===== src/rtl/conv3x3_relu_stream.sv =====
// Streaming 3x3 valid-region convolution with ReLU and requantisation.
// Pixels arrive row-major one per handshake; the whole (IMG_H-2)x(IMG_W-2)
// feature map is presented as one packed bus once the frame has drained.
module conv3x3_relu_stream #(
    parameter int IMG_W = 6,
    parameter int IMG_H = 6,
    parameter int SHIFT = 3
) (
    input  logic                                 clk,
    input  logic                                 rst,
    input  logic                                 in_valid,
    output logic                                 in_ready,
    input  logic [3:0]                           in_pixel,
    input  logic [35:0]                          weights,
    output logic                                 out_valid,
    input  logic                                 out_ready,
    output logic [4*(IMG_W-2)*(IMG_H-2)-1:0]     out_tile
);

    localparam int OW   = IMG_W - 2;
    localparam int OH   = IMG_H - 2;
    localparam int NOUT = OW * OH;
    localparam int CW   = $clog2(IMG_W);
    localparam int RW   = $clog2(IMG_H);
    localparam int IW   = $clog2(NOUT + 1);

    typedef enum logic [1:0] {FILL, FLUSH, HOLD} state_t;

    state_t              state_q, state_d;
    logic [CW-1:0]       col_q, col_d;
    logic [RW-1:0]       row_q, row_d;
    logic                flush_cnt_q, flush_cnt_d;
    logic [35:0]         w_q, w_d;
    logic [3:0]          lb0_q [IMG_W];   // row r-2
    logic [3:0]          lb0_d [IMG_W];
    logic [3:0]          lb1_q [IMG_W];   // row r-1
    logic [3:0]          lb1_d [IMG_W];
    logic [3:0]          win_q [3][2];    // columns c-2 (0) and c-1 (1)
    logic [3:0]          win_d [3][2];
    logic                s1_vld_q, s1_vld_d;
    logic signed [12:0]  s1_sum_q, s1_sum_d;
    logic [IW-1:0]       s1_idx_q, s1_idx_d;
    logic [4*NOUT-1:0]   out_tile_q, out_tile_d;

    logic                accept;
    logic                last_px;
    logic [3:0]          tap [9];
    logic signed [12:0]  mac_sum;

    assign in_ready  = (state_q == FILL) && !rst;
    assign out_valid = (state_q == HOLD) && !rst;
    assign out_tile  = out_tile_q;
    assign accept    = in_valid && in_ready;
    assign last_px   = (row_q == RW'(IMG_H - 1)) && (col_q == CW'(IMG_W - 1));

    // Clip a MAC result: negative -> 0, else shift and saturate to 4 bits.
    function automatic logic [3:0] requant(input logic signed [12:0] s);
        logic [11:0] v;
        v = s[11:0] >> SHIFT;
        if (s[12])
            return 4'h0;
        return (v > 12'd15) ? 4'hF : v[3:0];
    endfunction

    // Assemble the full 3x3 window: two stored columns plus the incoming one.
    always_comb begin
        for (int kr = 0; kr < 3; kr++) begin
            tap[kr*3+0] = win_q[kr][0];
            tap[kr*3+1] = win_q[kr][1];
        end
        tap[2] = lb0_q[col_q];
        tap[5] = lb1_q[col_q];
        tap[8] = in_pixel;
    end

    // Multiply-accumulate over the window with the latched signed kernel.
    always_comb begin
        mac_sum = '0;
        for (int k = 0; k < 9; k++)
            mac_sum = mac_sum + $signed({9'b0, tap[k]}) *
                                $signed({{9{w_q[4*k+3]}}, w_q[4*k +: 4]});
    end

    // Frame control: FILL accepts pixels, FLUSH drains two stages, HOLD presents.
    always_comb begin
        state_d     = state_q;
        col_d       = col_q;
        row_d       = row_q;
        flush_cnt_d = flush_cnt_q;
        case (state_q)
            FILL: begin
                if (accept) begin
                    if (last_px) begin
                        col_d   = '0;
                        row_d   = '0;
                        state_d = FLUSH;
                    end else if (col_q == CW'(IMG_W - 1)) begin
                        col_d = '0;
                        row_d = row_q + RW'(1);
                    end else begin
                        col_d = col_q + CW'(1);
                    end
                end
            end
            FLUSH: begin
                if (flush_cnt_q) begin
                    flush_cnt_d = 1'b0;
                    state_d     = HOLD;
                end else begin
                    flush_cnt_d = 1'b1;
                end
            end
            HOLD: begin
                if (out_ready)
                    state_d = FILL;
            end
            default: state_d = FILL;
        endcase
    end

    // Line buffers, window shift and kernel capture on each accepted pixel.
    always_comb begin
        lb0_d = lb0_q;
        lb1_d = lb1_q;
        win_d = win_q;
        w_d   = w_q;
        if (accept) begin
            lb0_d[col_q] = lb1_q[col_q];
            lb1_d[col_q] = in_pixel;
            for (int kr = 0; kr < 3; kr++) begin
                win_d[kr][0] = win_q[kr][1];
                win_d[kr][1] = tap[kr*3+2];
            end
            if (row_q == '0 && col_q == '0)
                w_d = weights;
        end
    end

    // Stage 1 captures the sum and its map index; stage 2 writes the nibble.
    always_comb begin
        s1_vld_d   = 1'b0;
        s1_sum_d   = s1_sum_q;
        s1_idx_d   = s1_idx_q;
        out_tile_d = out_tile_q;
        if (accept && row_q >= RW'(2) && col_q >= CW'(2)) begin
            s1_vld_d = 1'b1;
            s1_sum_d = mac_sum;
            s1_idx_d = IW'((int'(row_q) - 2) * OW + int'(col_q) - 2);
        end
        if (s1_vld_q) begin
            for (int i = 0; i < NOUT; i++)
                if (s1_idx_q == IW'(i))
                    out_tile_d[4*i +: 4] = requant(s1_sum_q);
        end
    end

    // Control and pipeline registers with synchronous reset.
    always_ff @(posedge clk) begin
        if (rst) begin
            state_q     <= FILL;
            col_q       <= '0;
            row_q       <= '0;
            flush_cnt_q <= 1'b0;
            w_q         <= '0;
            s1_vld_q    <= 1'b0;
            s1_sum_q    <= '0;
            s1_idx_q    <= '0;
            out_tile_q  <= '0;
        end else begin
            state_q     <= state_d;
            col_q       <= col_d;
            row_q       <= row_d;
            flush_cnt_q <= flush_cnt_d;
            w_q         <= w_d;
            s1_vld_q    <= s1_vld_d;
            s1_sum_q    <= s1_sum_d;
            s1_idx_q    <= s1_idx_d;
            out_tile_q  <= out_tile_d;
        end
    end

    // Pixel storage; contents are always rewritten before being used.
    always_ff @(posedge clk) begin
        lb0_q <= lb0_d;
        lb1_q <= lb1_d;
        win_q <= win_d;
    end

endmodule


===== config.mk =====
export PLATFORM = sky130hd
export DESIGN_NAME = conv3x3_relu_stream
export DESIGN_NICKNAME = d
export VERILOG_FILES = /design/src/rtl/conv3x3_relu_stream.sv
export SDC_FILE = /design/constraint.sdc
export NUM_CORES = 1
export LEC_CHECK = 0
export ABC_AREA = 1
export CAP_MARGIN = 20
export CORE_MARGIN = 5
export CORE_UTILIZATION = 43
export CTS_CLUSTER_DIAMETER = 80
export DETAILED_ROUTE_END_ITERATION = 6
export SYNTH_ARGS = -nofsm -noshare
export SYNTH_HDL_FRONTEND = slang
export SYNTH_SLANG_ARGS = --single-unit

===== constraint.sdc =====
create_clock -name clk -period 10.45 [get_ports clk]
set_clock_uncertainty 0.2 [all_clocks]
set_input_delay 2.09 -clock clk [delete_from_list [all_inputs] [get_ports clk]]
set_output_delay 2.09 -clock clk [all_outputs]
set_load 0.005 [all_outputs]

**Word level (Yosys, flattened, before mapping)**

Cells that the tools add are included.

- Add/sub/neg operators: 13
- $mul: 9
- Div/mod/pow operators: 0
- Order comparisons: 5
- Equal/unequal tests: 23
- Shifts and indexed selects: 0
- Mux-type cells: 72
- Bitwise operators: 1
- Reductions and logical operators: 34

Operators with widths:

| cell | count |
|---|---|
| 4-bit two-way mux | 23 |
| 5-bit by 4-bit multiplier with 9-bit output | 9 |
| 13-bit by 9-bit adder with 13-bit output | 4 |
| 24-bit bitwise mux | 2 |
| 5-bit by 4-bit equality test with 1-bit output, second input constant | 8 |
| 2-bit AND reduction | 18 |
| 1-bit two-way mux | 35 |
| 4-bit binary-select mux with 3-bit select | 2 |
| 5-bit by 3-bit equality test with 1-bit output, second input constant | 4 |
| 12-bit by 9-bit adder with 13-bit output | 1 |
| 11-bit by 9-bit adder with 12-bit output | 1 |
| 4-bit demux with 3-bit select | 1 |
| 3-bit two-way mux | 4 |
| 10-bit by 9-bit adder with 11-bit output | 1 |
| 9-bit by 9-bit adder with 10-bit output | 1 |
| 5-bit by 2-bit equality test with 1-bit output, second input constant | 2 |
| 9-bit by 4-bit > comparator with 1-bit output, second input constant | 1 |
| 1-bit logical AND | 8 |
| 2-bit two-way mux | 4 |
| 2-bit != test, second input constant | 4 |
| 3-bit by 1-bit adder with 3-bit output, second input constant | 2 |
| 3-bit equality test, second input constant | 2 |
| 3-bit by 2-bit greater-or-equal comparator with 1-bit output, second input constant | 2 |
| 3-bit logical NOT | 2 |
| 16 further kinds | 16 |

- Register bits after elaboration: 200
- Latch bits: 0
- RAM bits: 0
- ROM bits: 0
- Output and inout port bits: 66
- Logic and storage cells: 199
- Memories: 0

**Logic depth before layout (Yosys ltp)**

- Depth after elaboration: 12
- Mapped depth: 34
- Depth with buffers taken out: 34

**Worst setup path before layout**

Ideal clock, no wire load.

- Path type: input to register
- Start: input port in_pixel[0]
- End: register s1_sum_q[10]
- Library setup time: 0.113 ns
- Arrival: 7.593 ns
- Slack: 2.544 ns
- Cell stages on the path: 22
- Path buffers: 0
- Path through: or2_2 -> fa_1 -> inv_1 -> fa_1 -> inv_1 -> fa_1 -> fa_1 -> fa_1 -> inv_1 -> fa_1 -> fa_1 -> inv_1 -> fa_1 -> fa_1 -> inv_1 -> nand3_1 -> nand3_1 -> nand2_1 -> nand3_1 -> nand2_1 -> o21ai_1 -> inv_1

- Word-level cells in the longest chain between the ends: 2

Ends and longest elaborated chain:

| item | line | source |
|---|---|---|
| start: declaration | 13 | `input logic [3:0] in_pixel,` |
| 5-bit by 4-bit multiplier with 9-bit output | 80 | `mac_sum = mac_sum + $signed({9'b0, tap[k]}) *` |
| 13-bit by 9-bit adder with 13-bit output | 80 |  |
| end signal: assignment | 176 | `s1_sum_q <= s1_sum_d;` |
| end: declaration | 41 | `logic signed [12:0] s1_sum_q, s1_sum_d;` |

No other way between the ends.
A chain may end at the register's enable or synchronous reset.

**Final worst setup path**

Same ends and word-level chain as after synthesis.

==> run_results.csv <==
group,metric,value,unit
power,irDropWorstVdd,0.3707,mV
floorplan,num_rows,65,
setup_path,critPathLaunchType,"primary input",
floorplan,io_pins,110,
logic_synthesis,synth-seq-cells,197,
worst_hold_path,min_path_cells,2,
clocking,clkLatencyLatePin,0.48,ns
outcome,status,"finished clean",
worst_hold_path,hp-start,"flush_cnt_q$_SDFFE_PP0N_",
route,detail-route-antenna-nets,0,
route,drc,0,
place,port-buffer-count,109,
setup_path,crit_required,10.62,ns
power,internal-power,1.939,mW
setup_path,r2r_start,"col_q[0]$_SDFFE_PP0P_",
floorplan,start_util,43.73,%
power,p_leak,7.677,nW
route,vias,10000,
logic_synthesis,netlist_area,0.01384,mm²
clocking,cts.path.max_buffers,2,
setup_path,r2r_slack,2.43,ns
global_routing,globalRouteTotalUtil,20.92,%
route,drt_iter0_drc,445,
sta,rsz0062_at_grt,"false",
power,powerDensity,226.7,mW/mm²
logic_synthesis,synth_cell_types,32,
flow_run,max_cap_viol_count,0,
global_routing,grt_pass1_vias,10630,
power,pwr-share-seq,23.3,%
finish,final_common_cell,"inv_1",
finish,most-common-layout-cells,"inv_1 (347), nand2_1 (221), fa_1 (173)",
clocking,clock-sinks,197,
power,pwr-share-clk,19.9,%
floorplan,die_area,0.03586,mm²
global_routing,grt_antenna_before_repair,0,
clocking,ctsHtreeMaxLevel,4,
clocking,cts-root-buf,"clkbuf_16",
sta,setup_viol,0,
clocking,holdBufCountCts,0,
logic_synthesis,syn_nets,1823,
sta,final.min_clock_period,8.426,ns
worst_hold_path,holdPathEnd,"state_q[1]$_SDFFE_PP0P_",
finish,drive_gt1_share,4.126,%
logic_synthesis,synthArstFlopShare,0,%
logic_synthesis,syn-mean-instance-area,9.157,µm²
power,p_sw_share,46.43,%
setup_path,r2r-end,"s1_sum_q[10]$_SDFFE_PP0P_",
sta,fin_setup_tns,0,ns
route,viasPerCell,4.934,
floorplan,die_h,189.4,µm
global_routing,grt_max_degree,74,
finish,syn2layout_area_growth,15.39,%
power,power.switching,1.680,mW
power,combPwrFrac,56.8,%
sta,slew_headroom,39.13,%
logic_synthesis,yosysSeqAreaShare,33.71,%
logic_synthesis,syn_inst,1511,
sta,hold_viol_final,0,
global_routing,overflow,0,
route,dr.pass1.iters,5,
clocking,cts-resized-gates,0,
setup_path,reg2reg_depth,30,
logic_synthesis,ys.flop_type,"dfxtp_1",
setup_path,cp.arrival,8.59,ns
sta,setup_ws,2.024,ns
worst_hold_path,worstHoldPathType,"flop to flop",
sta,max_freq,118.7,MHz
place,place_hpwl,27610,µm
place,gp_congestion,0.9262,
place,pre_cts_slack,1.533,ns
logic_synthesis,synth-edff-count,72,
route,drt-total-wl,35420,µm
setup_path,crit_fanout,11,
route,post_drt_wl_per_cell,17.47,µm
floorplan,core-area,0.03164,mm²
global_routing,grt_pass1_wl,58260,µm
sta,period_share,80.63,%
sta,worst_pin_slew,0.9096,ns
power,finalPower,3.620,mW
finish,nNetsFinal,1923,
finish,fill_cells,2925,
clocking,cts_tree,"yes",
floorplan,die_x,189.4,µm
clocking,post_cts_buffers,0,
clocking,clk_pin_slew,0.09,ns
setup_path,worst_setup_path_end_kind,"flop",
clocking,numCtsBuffers,17,
sta,whs,0.2714,ns
setup_path,critPathKind,"primary input to flop",
sta,drv_slew,0,
logic_synthesis,yosysWarnings,0,
## sequential cells by signal, summed over array words and instances (netlist names)
| register | count |
|---|---|
| flush_cnt_q | 1 |
| s1_vld_q | 1 |
| w_q | 36 |
| lb1_q | 24 |
| lb0_q | 24 |
| row_q | 3 |
| s1_sum_q | 10 |
| out_tile | 64 |
| tap | 24 |
| state_q | 2 |
| s1_idx_q | 5 |
| col_q | 3 |
## Yosys cell counts (2+ instances only)
library cell | count | share of area, %
a21o_1 | 2 | 0.11
a21oi_1 | 121 | 4.4
a22o_1 | 4 | 0.25
a32oi_1 | 8 | 0.51
buf_2 | 11 | 0.40
buf_4 | 4 | 0.22
clkbuf_1 | 17 | 0.46
dfxtp_1 | 125 | 18
edfxtp_1 | 72 | 16
fa_1 | 173 | 25
ha_1 | 95 | 8.6
inv_1 | 348 | 9.4
inv_2 | 6 | 0.16
nand2_1 | 221 | 6.0
nand2_2 | 2 | 0.090
nand3_1 | 19 | 0.69
nand3b_1 | 2 | 0.11
nor2_1 | 120 | 3.3
nor2_2 | 2 | 0.090
nor2_8 | 2 | 0.29
nor3_1 | 5 | 0.18
nor3_2 | 2 | 0.14
o21ai_0 | 115 | 4.2
o21ai_1 | 8 | 0.29
or2_2 | 12 | 0.54
xnor2_1 | 5 | 0.32
xor2_1 | 5 | 0.32
## layout make-up
type	count	area [µm²]	share of cell area (%)
multi-input cells	926	7684	48.13
flip-flops and latches	197	4664	29.22
inverters	355	1335	8.362
repair buffers	114	1129	7.069
well taps	402	503.0	3.150
clock buffers	17	425.4	2.665
clock inverters	15	222.7	1.395
diodes	1	2.502	0.01567
## per-stage QoR
| step | util [%] | cell area, µm² | cells |
|---|---|---|---|
| after floorplan | - | 13840 | 1511 |
| after global placement | 48.41 | 15310 | 1994 |
| after detailed placement | 48.41 | 15310 | 1994 |
| after CTS | 50.46 | 15960 | 2026 |
| after global routing | 50.46 | 15960 | 2026 |
| final | 50.46 | 15970 | 2027 |
## critical path: stages
cell and delay, ns:
clkdlybuf4s50_1 0.66, or2_2 0.43, fa_1 0.51, inv_1 0.05, fa_1 0.49, inv_1 0.05, fa_1 0.48, fa_1 0.51
fa_1 0.51, inv_1 0.05, fa_1 0.46, fa_1 0.55, inv_1 0.05, fa_1 0.53, fa_1 0.48, inv_1 0.11
nand3_1 0.07, nand3_1 0.13, nand2_1 0.09, nand3_1 0.08, nand2_1 0.05, o21ai_1 0.12, inv_1 0.04
## worst max-delay path by stage
stage | from | end | slack, ns | cells past startpoint
final | in_pixel[0] | s1_sum_q[10]$_SDFFE_PP0P_ | 2.02 | 23
after global routing | in_pixel[0] | s1_sum_q[10]$_SDFFE_PP0P_ | 1.63 | 23
after CTS | in_pixel[0] | s1_sum_q[10]$_SDFFE_PP0P_ | 2.01 | 23
after detailed placement | in_pixel[0] | s1_sum_q[10]$_SDFFE_PP0P_ | 1.53 | 23
after global placement | in_pixel[0] | s1_sum_q[10]$_SDFFE_PP0P_ | 1.54 | 23
after floorplan | in_pixel[0] | s1_sum_q[10]$_SDFFE_PP0P_ | 2.54 | 22
## layer usage
layer	routed length, µm	share of wire, %	GRT usage, %	up-vias
met2	16400	46	33.78	218
met5	0	0	0	-
li1	-	-	-	4860
met1	16320	46	28.74	4896
met3	2177	6.1	4.904	27
met4	519	1.5	5.231	0
## power groups by stage
| stage | Sequential (mW) | Combinational, mW | Clock [mW] |
|---|---|---|---|
| 3_3_place_gp | 0.859 | 2.01 | 0 |
| 5_1_grt | 0.845 | 2.41 | 0.766 |
| 4_1_cts | 0.842 | 2.07 | 0.737 |
| 2_1_floorplan | 0.846 | 1.54 | 0 |
| 6_report | 0.842 | 2.06 | 0.721 |
| 3_5_place_dp | 0.859 | 2.04 | 0 |
## cells by family after synthesis
| kind of cell | after synthesis | share of synthesized area [%] |
|---|---|---|
| AOI/OAI and AO/OA | 258 | 9.694 |
| DFF | 197 | 33.71 |
| adders and majority gates | 268 | 33.62 |
| buffers and inverters | 388 | 10.75 |
| xor gates and xnor gates | 10 | 0.6330 |
| and+or+nand+nor | 390 | 11.58 |
Note: power is estimated with default switching activity, not from simulation.
